--- config.mk ---
export PLATFORM = sky130hd
export DESIGN_NAME = twofish_mode_engine
export DESIGN_NICKNAME = d
export VERILOG_FILES = /design/src/rtl/twofish_mode_engine.sv
export SDC_FILE = /design/constraint.sdc
export NUM_CORES = 2
export LEC_CHECK = 0
export BUFFER_PORTS_ARGS = -buffer_cell sky130_fd_sc_hd__buf_4
export CAP_MARGIN = 25
export CORE_AREA = 2 2 358 360
export DETAILED_ROUTE_END_ITERATION = 10
export DIE_AREA = 0 0 360 362
export PLACE_DENSITY_LB_ADDON = 0.3
export REMOVE_ABC_BUFFERS = 1
export SYNTH_ARGS = -nofsm -noshare
export SYNTH_HDL_FRONTEND = slang
export SYNTH_SLANG_ARGS = --single-unit
export TNS_END_PERCENT = 10
--- constraint.sdc ---
create_clock -name Clk -period 11.1 [get_ports Clk]
set_input_delay 1.665 -clock Clk [delete_from_list [all_inputs] [get_ports Clk]]
set_output_delay 1.665 -clock Clk [all_outputs]
set_load 0.02 [all_outputs]
--- src/rtl/twofish_mode_engine.sv ---
// Block-cipher mode wrapper around an external Twofish core: buffers input
// blocks in a small FIFO, feeds the core one block at a time and applies
// ECB / CBC / CTR chaining to the results.
`timescale 1ns/1ps
module twofish_mode_engine #(
    parameter int FIFO_DEPTH = 4,
    parameter int KEY_W      = 128
) (
    input  logic             Clk,
    input  logic             Reset,
    input  logic             Start,
    input  logic             EnDe,
    input  logic [1:0]       Mode,
    input  logic [KEY_W-1:0] key,
    input  logic [127:0]     iv,
    input  logic             in_valid,
    output logic             in_ready,
    input  logic [127:0]     in_data,
    output logic             out_valid,
    input  logic             out_ready,
    output logic [127:0]     out_data,
    output logic             busy,
    output logic             core_start,
    output logic             core_EnDe,
    output logic [127:0]     core_block,
    output logic [KEY_W-1:0] core_key,
    input  logic [127:0]     core_o,
    input  logic             core_busy
);
    localparam int AW = $clog2(FIFO_DEPTH);

    typedef enum logic [2:0] {IDLE, LAUNCH, WAIT_BUSY, WAIT_DONE, EMIT} state_t;
    state_t state_q, state_d;

    logic                             session_active;
    logic                             ende_q;
    logic [1:0]                       mode_q;
    logic [KEY_W-1:0]                 key_q;
    logic [127:0]                     chain_q, ctr_q;
    logic [FIFO_DEPTH-1:0][127:0]     mem;
    logic [AW:0]                      wptr, rptr;
    logic [127:0]                     in_q;          // input block of the one in flight
    logic [127:0]                     core_block_q;
    logic                             core_ende_q;
    logic                             out_valid_q;
    logic [127:0]                     out_data_q;

    logic         empty, full, push, pop, busy_int, start_acc;
    logic         is_cbc, is_ctr;
    logic [127:0] head, launch_blk, emit_data;
    logic         launch_ende;

    assign empty     = (wptr == rptr);
    assign full      = (wptr[AW] != rptr[AW]) && (wptr[AW-1:0] == rptr[AW-1:0]);
    assign head      = mem[rptr[AW-1:0]];
    assign push      = in_valid && session_active && !full;
    assign pop       = (state_q == IDLE) && !empty && !out_valid_q;
    assign busy_int  = (state_q != IDLE) || !empty || out_valid_q;
    assign start_acc = Start && !busy_int;

    // Mode 11 falls through to ECB behaviour because neither flag is set.
    assign is_cbc      = (mode_q == 2'b01);
    assign is_ctr      = (mode_q == 2'b10);
    assign launch_blk  = is_ctr ? ctr_q : ((is_cbc && !ende_q) ? (head ^ chain_q) : head);
    assign launch_ende = is_ctr ? 1'b0 : ende_q;
    assign emit_data   = is_ctr ? (in_q ^ core_o) : ((is_cbc && ende_q) ? (core_o ^ chain_q) : core_o);

    // Outputs are forced quiet while Reset is asserted, not just after it.
    assign in_ready   = session_active && !full && !Reset;
    assign busy       = busy_int && !Reset;
    assign out_valid  = out_valid_q && !Reset;
    assign out_data   = Reset ? 128'd0 : out_data_q;
    assign core_start = (state_q == LAUNCH) && !Reset;
    assign core_block = Reset ? 128'd0 : core_block_q;
    assign core_EnDe  = core_ende_q;
    assign core_key   = key_q;

    // FSM state register
    always_ff @(posedge Clk) begin
        if (Reset) state_q <= IDLE;
        else       state_q <= state_d;
    end

    // FSM next-state: one block in flight, core handshake via busy rise/fall
    always_comb begin
        state_d = state_q;
        case (state_q)
            IDLE:      if (!empty && !out_valid_q) state_d = LAUNCH;
            LAUNCH:    state_d = WAIT_BUSY;
            WAIT_BUSY: if (core_busy) state_d = WAIT_DONE;
            WAIT_DONE: if (!core_busy) state_d = EMIT;
            EMIT:      state_d = IDLE;
            default:   state_d = IDLE;
        endcase
    end

    // FIFO storage, no reset needed since pointers define validity
    always_ff @(posedge Clk) begin
        if (push && !Reset && !start_acc) mem[wptr[AW-1:0]] <= in_data;
    end

    // Session, FIFO pointers, core request and output registers
    always_ff @(posedge Clk) begin
        if (Reset) begin
            session_active <= 1'b0;
            ende_q         <= 1'b0;
            mode_q         <= 2'b00;
            key_q          <= '0;
            chain_q        <= '0;
            ctr_q          <= '0;
            wptr           <= '0;
            rptr           <= '0;
            in_q           <= '0;
            core_block_q   <= '0;
            core_ende_q    <= 1'b0;
            out_valid_q    <= 1'b0;
            out_data_q     <= '0;
        end else begin
            if (start_acc) begin
                session_active <= 1'b1;
                ende_q         <= EnDe;
                mode_q         <= Mode;
                key_q          <= key;
                chain_q        <= iv;
                ctr_q          <= iv;
                wptr           <= '0;
                rptr           <= '0;
            end else begin
                if (push) wptr <= wptr + (AW+1)'(1);
                if (pop)  rptr <= rptr + (AW+1)'(1);
            end
            // Request is captured on the pop so it is valid alongside core_start.
            if (pop) begin
                core_block_q <= launch_blk;
                core_ende_q  <= launch_ende;
                in_q         <= head;
            end
            if (state_q == EMIT) begin
                out_data_q  <= emit_data;
                out_valid_q <= 1'b1;
                if (is_cbc) chain_q <= ende_q ? in_q : core_o;
                if (is_ctr) ctr_q   <= ctr_q + 128'd1;
            end else if (out_valid_q && out_ready) begin
                out_valid_q <= 1'b0;
            end
        end
    end
endmodule

== Word level (Yosys, flattened, before mapping) ==
Index checks and enable logic that the tools add are counted.

* Flip-flop bits (word level): 1,295
* Input bits: 521
* Output and inout bits: 389
* Word-level logic and storage cells: 96

* Add/sub/neg operators: 3
* $lt $le $gt $ge: 3
* Equal/unequal tests: 12
* Mux-type cells: 25
* Bitwise gates (word level): 3
* Reductions and logical operators: 32

{| class="wikitable"
|+ Operators by type and width
! kind !! count
|-
| two-way mux 128 bit || 15
|-
| bitwise mux 512 bit || 1
|-
| XOR 128 bit || 3
|-
| binary-select mux 128 bit (select 2 bit) || 1
|-
| demux 128 bit (select 2 bit) || 1
|-
| adder 128 x 1 -> 128 bit (second input constant) || 1
|-
| logical AND 1 bit || 18
|-
| one-hot mux 3 bit (4 select lines) || 1
|-
| two-way mux 3 bit || 3
|-
| zero test 1 bit || 7
|-
| adder 3 x 1 -> 3 bit (second input constant) || 2
|-
| == test 3 x 2 -> 1 bit (second input constant) || 2
|-
| < comparator 2 x 3 -> 1 bit (second input constant) || 2
|-
| inequality test 2 bit (second input constant) || 2
|-
| == test 3 x 1 -> 1 bit (second input constant) || 1
|-
| == test 3 bit || 1
|-
| == test 3 bit (second input constant) || 1
|-
| zero test 3 bit || 1
|-
| two-way mux 1 bit || 3
|-
| AND reduction 3 bit || 1
|-
| nonzero test 3 bit || 1
|-
| == test 2 x 1 -> 1 bit (second input constant) || 1
|-
| == test 2 bit || 1
|-
| == test 2 bit (second input constant) || 1
|-
| 6 further kinds || 7
|}

== Logic depth before layout (Yosys ltp) ==
* Depth in word-level cells: 9
* Gate-level depth with buffers: 10

== Least setup slack after synthesis ==
Ideal clock, no wire load.

* Path kind: input -> register
* Start: input Start
* End: register mem[384] (netlist name) (enable)
* Setup time: 773 ps
* Arrival time: 11,207 ps
* Required time: 10,327 ps
* Setup slack: -880 ps
* Stages: 6
* Path buffers: 4
* Path through: clkbuf_1 -> and2_1 -> clkbuf_1 -> clkbuf_1 -> buf_2 -> nor3_1

* Word-level cells in the longest chain between the ends: 3

{| class="wikitable"
|+ RTL lines
! what !! RTL line !! text
|-
| start: declaration || 11 || <nowiki>input logic Start,</nowiki>
|-
| logical AND 1 bit || 59 || <nowiki>assign start_acc = Start && !busy_int;</nowiki>
|-
| zero test 1 bit || 99 || <nowiki>if (push && !Reset && !start_acc) mem[wptr[AW-1:0]] <= in_data;</nowiki>
|-
| logical AND 1 bit || 99 ||
|-
| end signal: indexed assignment || 99 ||
|-
| end: declaration || 40 || <nowiki>logic [FIFO_DEPTH-1:0][127:0] mem;</nowiki>
|}

No other way between the ends.
A chain may end at the register's enable or synchronous reset.

== Final worst setup path ==
* Start: input Reset
* End: output out_data[91]

* Word-level cells in the longest chain between the ends: 1

{| class="wikitable"
|+ RTL lines
! what !! RTL line !! text
|-
| start: declaration || 10 || <nowiki>input logic Reset,</nowiki>
|-
| two-way mux 128 bit || 72 || <nowiki>assign out_data = Reset ? 128'd0 : out_data_q;</nowiki>
|-
| end: declaration || 21 || <nowiki>output logic [127:0] out_data,</nowiki>
|}

No other way between the ends.

==> results_dict.tcl <==
set metrics [dict create \
    syn_area_um2 58100 \
    fin_crit_sh_pct 50.6 \
    die_y_um 362 \
    clk_pin_slew_ns 0.06 \
    drv_cap 0 \
    clock.fmax_mhz 178 \
    start_util_pct 45.8 \
    ys_top_cells_by_count "nand2_1 (1055), dfxtp_1 (783), a21oi_1 (608), edfxtp_1 (512), clkbuf_1 (428)" \
    row_count 131 \
    coreArea_um2 127000 \
    finalSetupViolCount 0 \
    grt_usage_pct 32.3 \
    root_buffer "clkbuf_16" \
    netlist_top_cells_area "dfxtp_1 (27%), edfxtp_1 (26%), nand2_1 (6.8%), a21oi_1 (5.2%), mux4_2 (5.0%)" \
    worst_pin_slew_ns 1.29 \
    cts_resized 0 \
    power.total_mw 12.9 \
    gp_congestion 0.944 \
    synthArstFlopShare_pct 0 \
    rsz0062_at_grt "no" \
    viasPerCell 6.06 \
    htreeDepth 4 \
    final_antenna_net_count 0 \
    slew_viol_final 0 \
    first_iter_violations 5666 \
    portBuffers 909 \
    grt-ovfl-total 0 \
    hold_depth 2 \
    fin_nets 7049 \
    cts_hold_buf 0 \
    cp-end-kind "output pin" \
    yosysSeqAreaShare_pct 53.4 \
    num_vias 50600 \
    rrSetupSlack_ns 6.81 \
    cts_setup_buffers 0 \
    grt_pass1_wl_um 315000 \
    cts_tree "done" \
    p_leak_nw 25.0 \
    r2r_cells 8 \
    synthXorXnorAreaFrac_pct 4.00 \
    firstDrtPassIters 7 \
    hold_path.class "flop to flop" \
    die_w_um 360 \
    hold_viol 0 \
    synth_top_area_share_pct 27.0 \
    synth.most_common_cell "nand2_1" \
    critPathKind "input port to output pin" \
    dp_hpwl_um 148000 \
    synthMuxAreaShare_pct 6.65 \
    antenna_found_initial 51 \
    status "completed" \
    syn2layout_area_growth_pct 21.9 \
    arrival_ns 3.95 \
    ys.flop_type "dfxtp_1" \
    finClkSkew_ns 0.0424 \
    synth_cell_types 75 \
    avgSynthCellArea_um2 9.87 \
    wl_um 219000 \
    pwr-share-clk_pct 37.3 \
    grt_max_degree 188 \
    syn_inst 5885 \
    crit_top_cell "buf_4" \
    synth_compound_area_share_pct 15.0 \
    drc 0 \
    cp_max_fo 112 \
    synth-edff-count 512 \
    synthAdderAreaFrac_pct 0.129 \
    fillers 11100 \
    ir_worst_vdd_mv 0.147 \
    netSwitchingFraction_pct 30.7 \
    seqPwrFrac_pct 44.2 \
    min_to "out_data_q[43]$_SDFFE_PP0P_" \
    p_int_mw 8.96 \
    drive_gt1_share_pct 20.9 \
    critPathLaunchType "input port" \
    power_density_nw_per_um2 183 \
    finalSetupTns_ns 0 \
    slowest_stage "buf_4" \
    max_stage_delay_ns 0.66 \
    cp_cell_sequence "buf_8 -> buf_4 -> buf_4 -> nor2b_1 -> buf_4" \
    critPathRequiredTime_ns 9.44 \
    p_comb_share_pct 18.5 \
    hold_ws_ns 0.447 \
    max_slew_margin_pct 14.2 \
    cts.sinks 1295 \
    r2r-start "rptr[1]$_SDFFE_PP0P_" \
    worstSkewPairLatency_ns 0.80 \
    cts_buffer_depth 3 \
    ys_ff_latch 1295 \
    synth_top_family_by_area "simple AND/OR/NAND/NOR gates" \
    min_from "out_data_q[43]$_SDFFE_PP0P_" \
    fin_crit_ns 5.62 \
    die-area_um2 130000 \
    synth_warnings 0 \
    finish.utilization_pct 55.9 \
    power_switching_mw 3.97 \
    avgRoutedWirePerCell_um 26.3 \
    pin_count 910 \
    synthSimpleGateAreaFrac_pct 17.4 \
    synth_area_leader_cell "dfxtp_1" \
    cts_made_buffers 140 \
    worstReg2RegEnd "core_block_q[30]$_SDFFE_PP0P_" \
    grt_pass1_vias 47600 \
]
==> power by group through the flow <==
stage	sequential, mW	clock (mW)	combinational (mW)
after floorplan	5.76	0	1.49
after global placement	5.79	0	2.33
after detailed placement	5.80	0	2.37
after CTS	5.70	4.89	2.38
after global routing	5.75	5.08	2.56
final	5.71	4.83	2.39
==> registers in the layout (all words and copies together), names as in the netlist, 128 cells and up <==
name          count
mem             512
chain_q         128
core_block_q    128
core_key        128
ctr_q           128
in_q            128
out_data_q      128
==> critical path, delay by kind of cell <==
kind | cells | cell delay [ns]
simple gates | 1 | 0.13
buf+inv | 4 | 1.98
==> metal layers <==
layer	vias to the layer above	global-route usage (%)	part of all wire [%]
met2	2657	52.4	47
met3	504	5.60	7.8
met4	20	17.6	5.5
li1	22600	-	-
met5	-	0	0.058
met1	24800	41.1	39
==> placed cells by master (no fill, tap or decap), drive strengths merged, types with 15 or more instances in the layout <==
cell | synthesis | layout
nand2 | 1056 | 1056
buf | 64 | 988
dfxtp | 783 | 783
a21oi | 608 | 608
edfxtp | 512 | 512
nor2 | 377 | 377
a22oi | 286 | 286
nor2b | 261 | 261
clkbuf | 430 | 186
xnor2 | 133 | 133
xor2 | 132 | 132
a211oi | 130 | 130
o22ai | 129 | 129
mux4 | 128 | 128
nand3 | 98 | 98
nand4 | 93 | 93
mux2i | 91 | 91
nor4 | 72 | 72
nor3 | 65 | 65
a31oi | 58 | 58
and3 | 53 | 53
o21ai | 53 | 53
clkinv | 0 | 51
a21boi | 44 | 44
diode | 0 | 34
or4 | 24 | 24
inv | 17 | 23
or3 | 22 | 22
and2 | 15 | 15
==> logic make-up (layout without fill, tap and decap cells) <==
group / count (synthesis) / count (layout)
simple gates: 2180 / 2180
compound gates: 1403 / 1403
flops: 1295 / 1295
buf+inv: 511 / 1267
xor+xnor: 265 / 265
mux: 225 / 225
fa+ha+maj: 6 / 6
other cells: 0 / 34
==> worst max-delay path by stage <==
stage                          from                 end  cells after the start
2_1_floorplan  rptr[0]$_SDFFE_PP0P_  mem[384]$_DFFE_PP_                      4
3_3_place_gp                  Reset        out_data[89]                      5
3_5_place_dp                  Reset        out_data[91]                      5
4_1_cts                       Reset        out_data[91]                      5
5_1_grt                       Reset        out_data[89]                      5
6_report                      Reset        out_data[91]                      5
==> layout make-up <==
type                            instances  area (µm²)  area share (%)
Antenna cell                           34        85.1           0.120
Clock buffer                          185        3850            5.43
Clock inverter                         76         920            1.30
Inverter                               17        63.8          0.0901
Multi-Input combinational cell       4079       25200            35.6
Sequential cell                      1295       31100            43.9
Tap cell                             1662        2080            2.94
Timing Repair Buffer                  989        7540            10.6
==> through the flow <==
stage / instance area, µm² / instances / setup slack (ns)
5_1_grt: 70800 / 8332 / 5.45
3_5_place_dp: 65900 / 8040 / 5.58
4_1_cts: 70700 / 8301 / 5.55
3_3_place_gp: 65900 / 8040 / 5.58
2_1_floorplan: 56200 / 5391 / -11.26
6_report: 70800 / 8337 / 5.48
(Power assumes the default switching activity.)
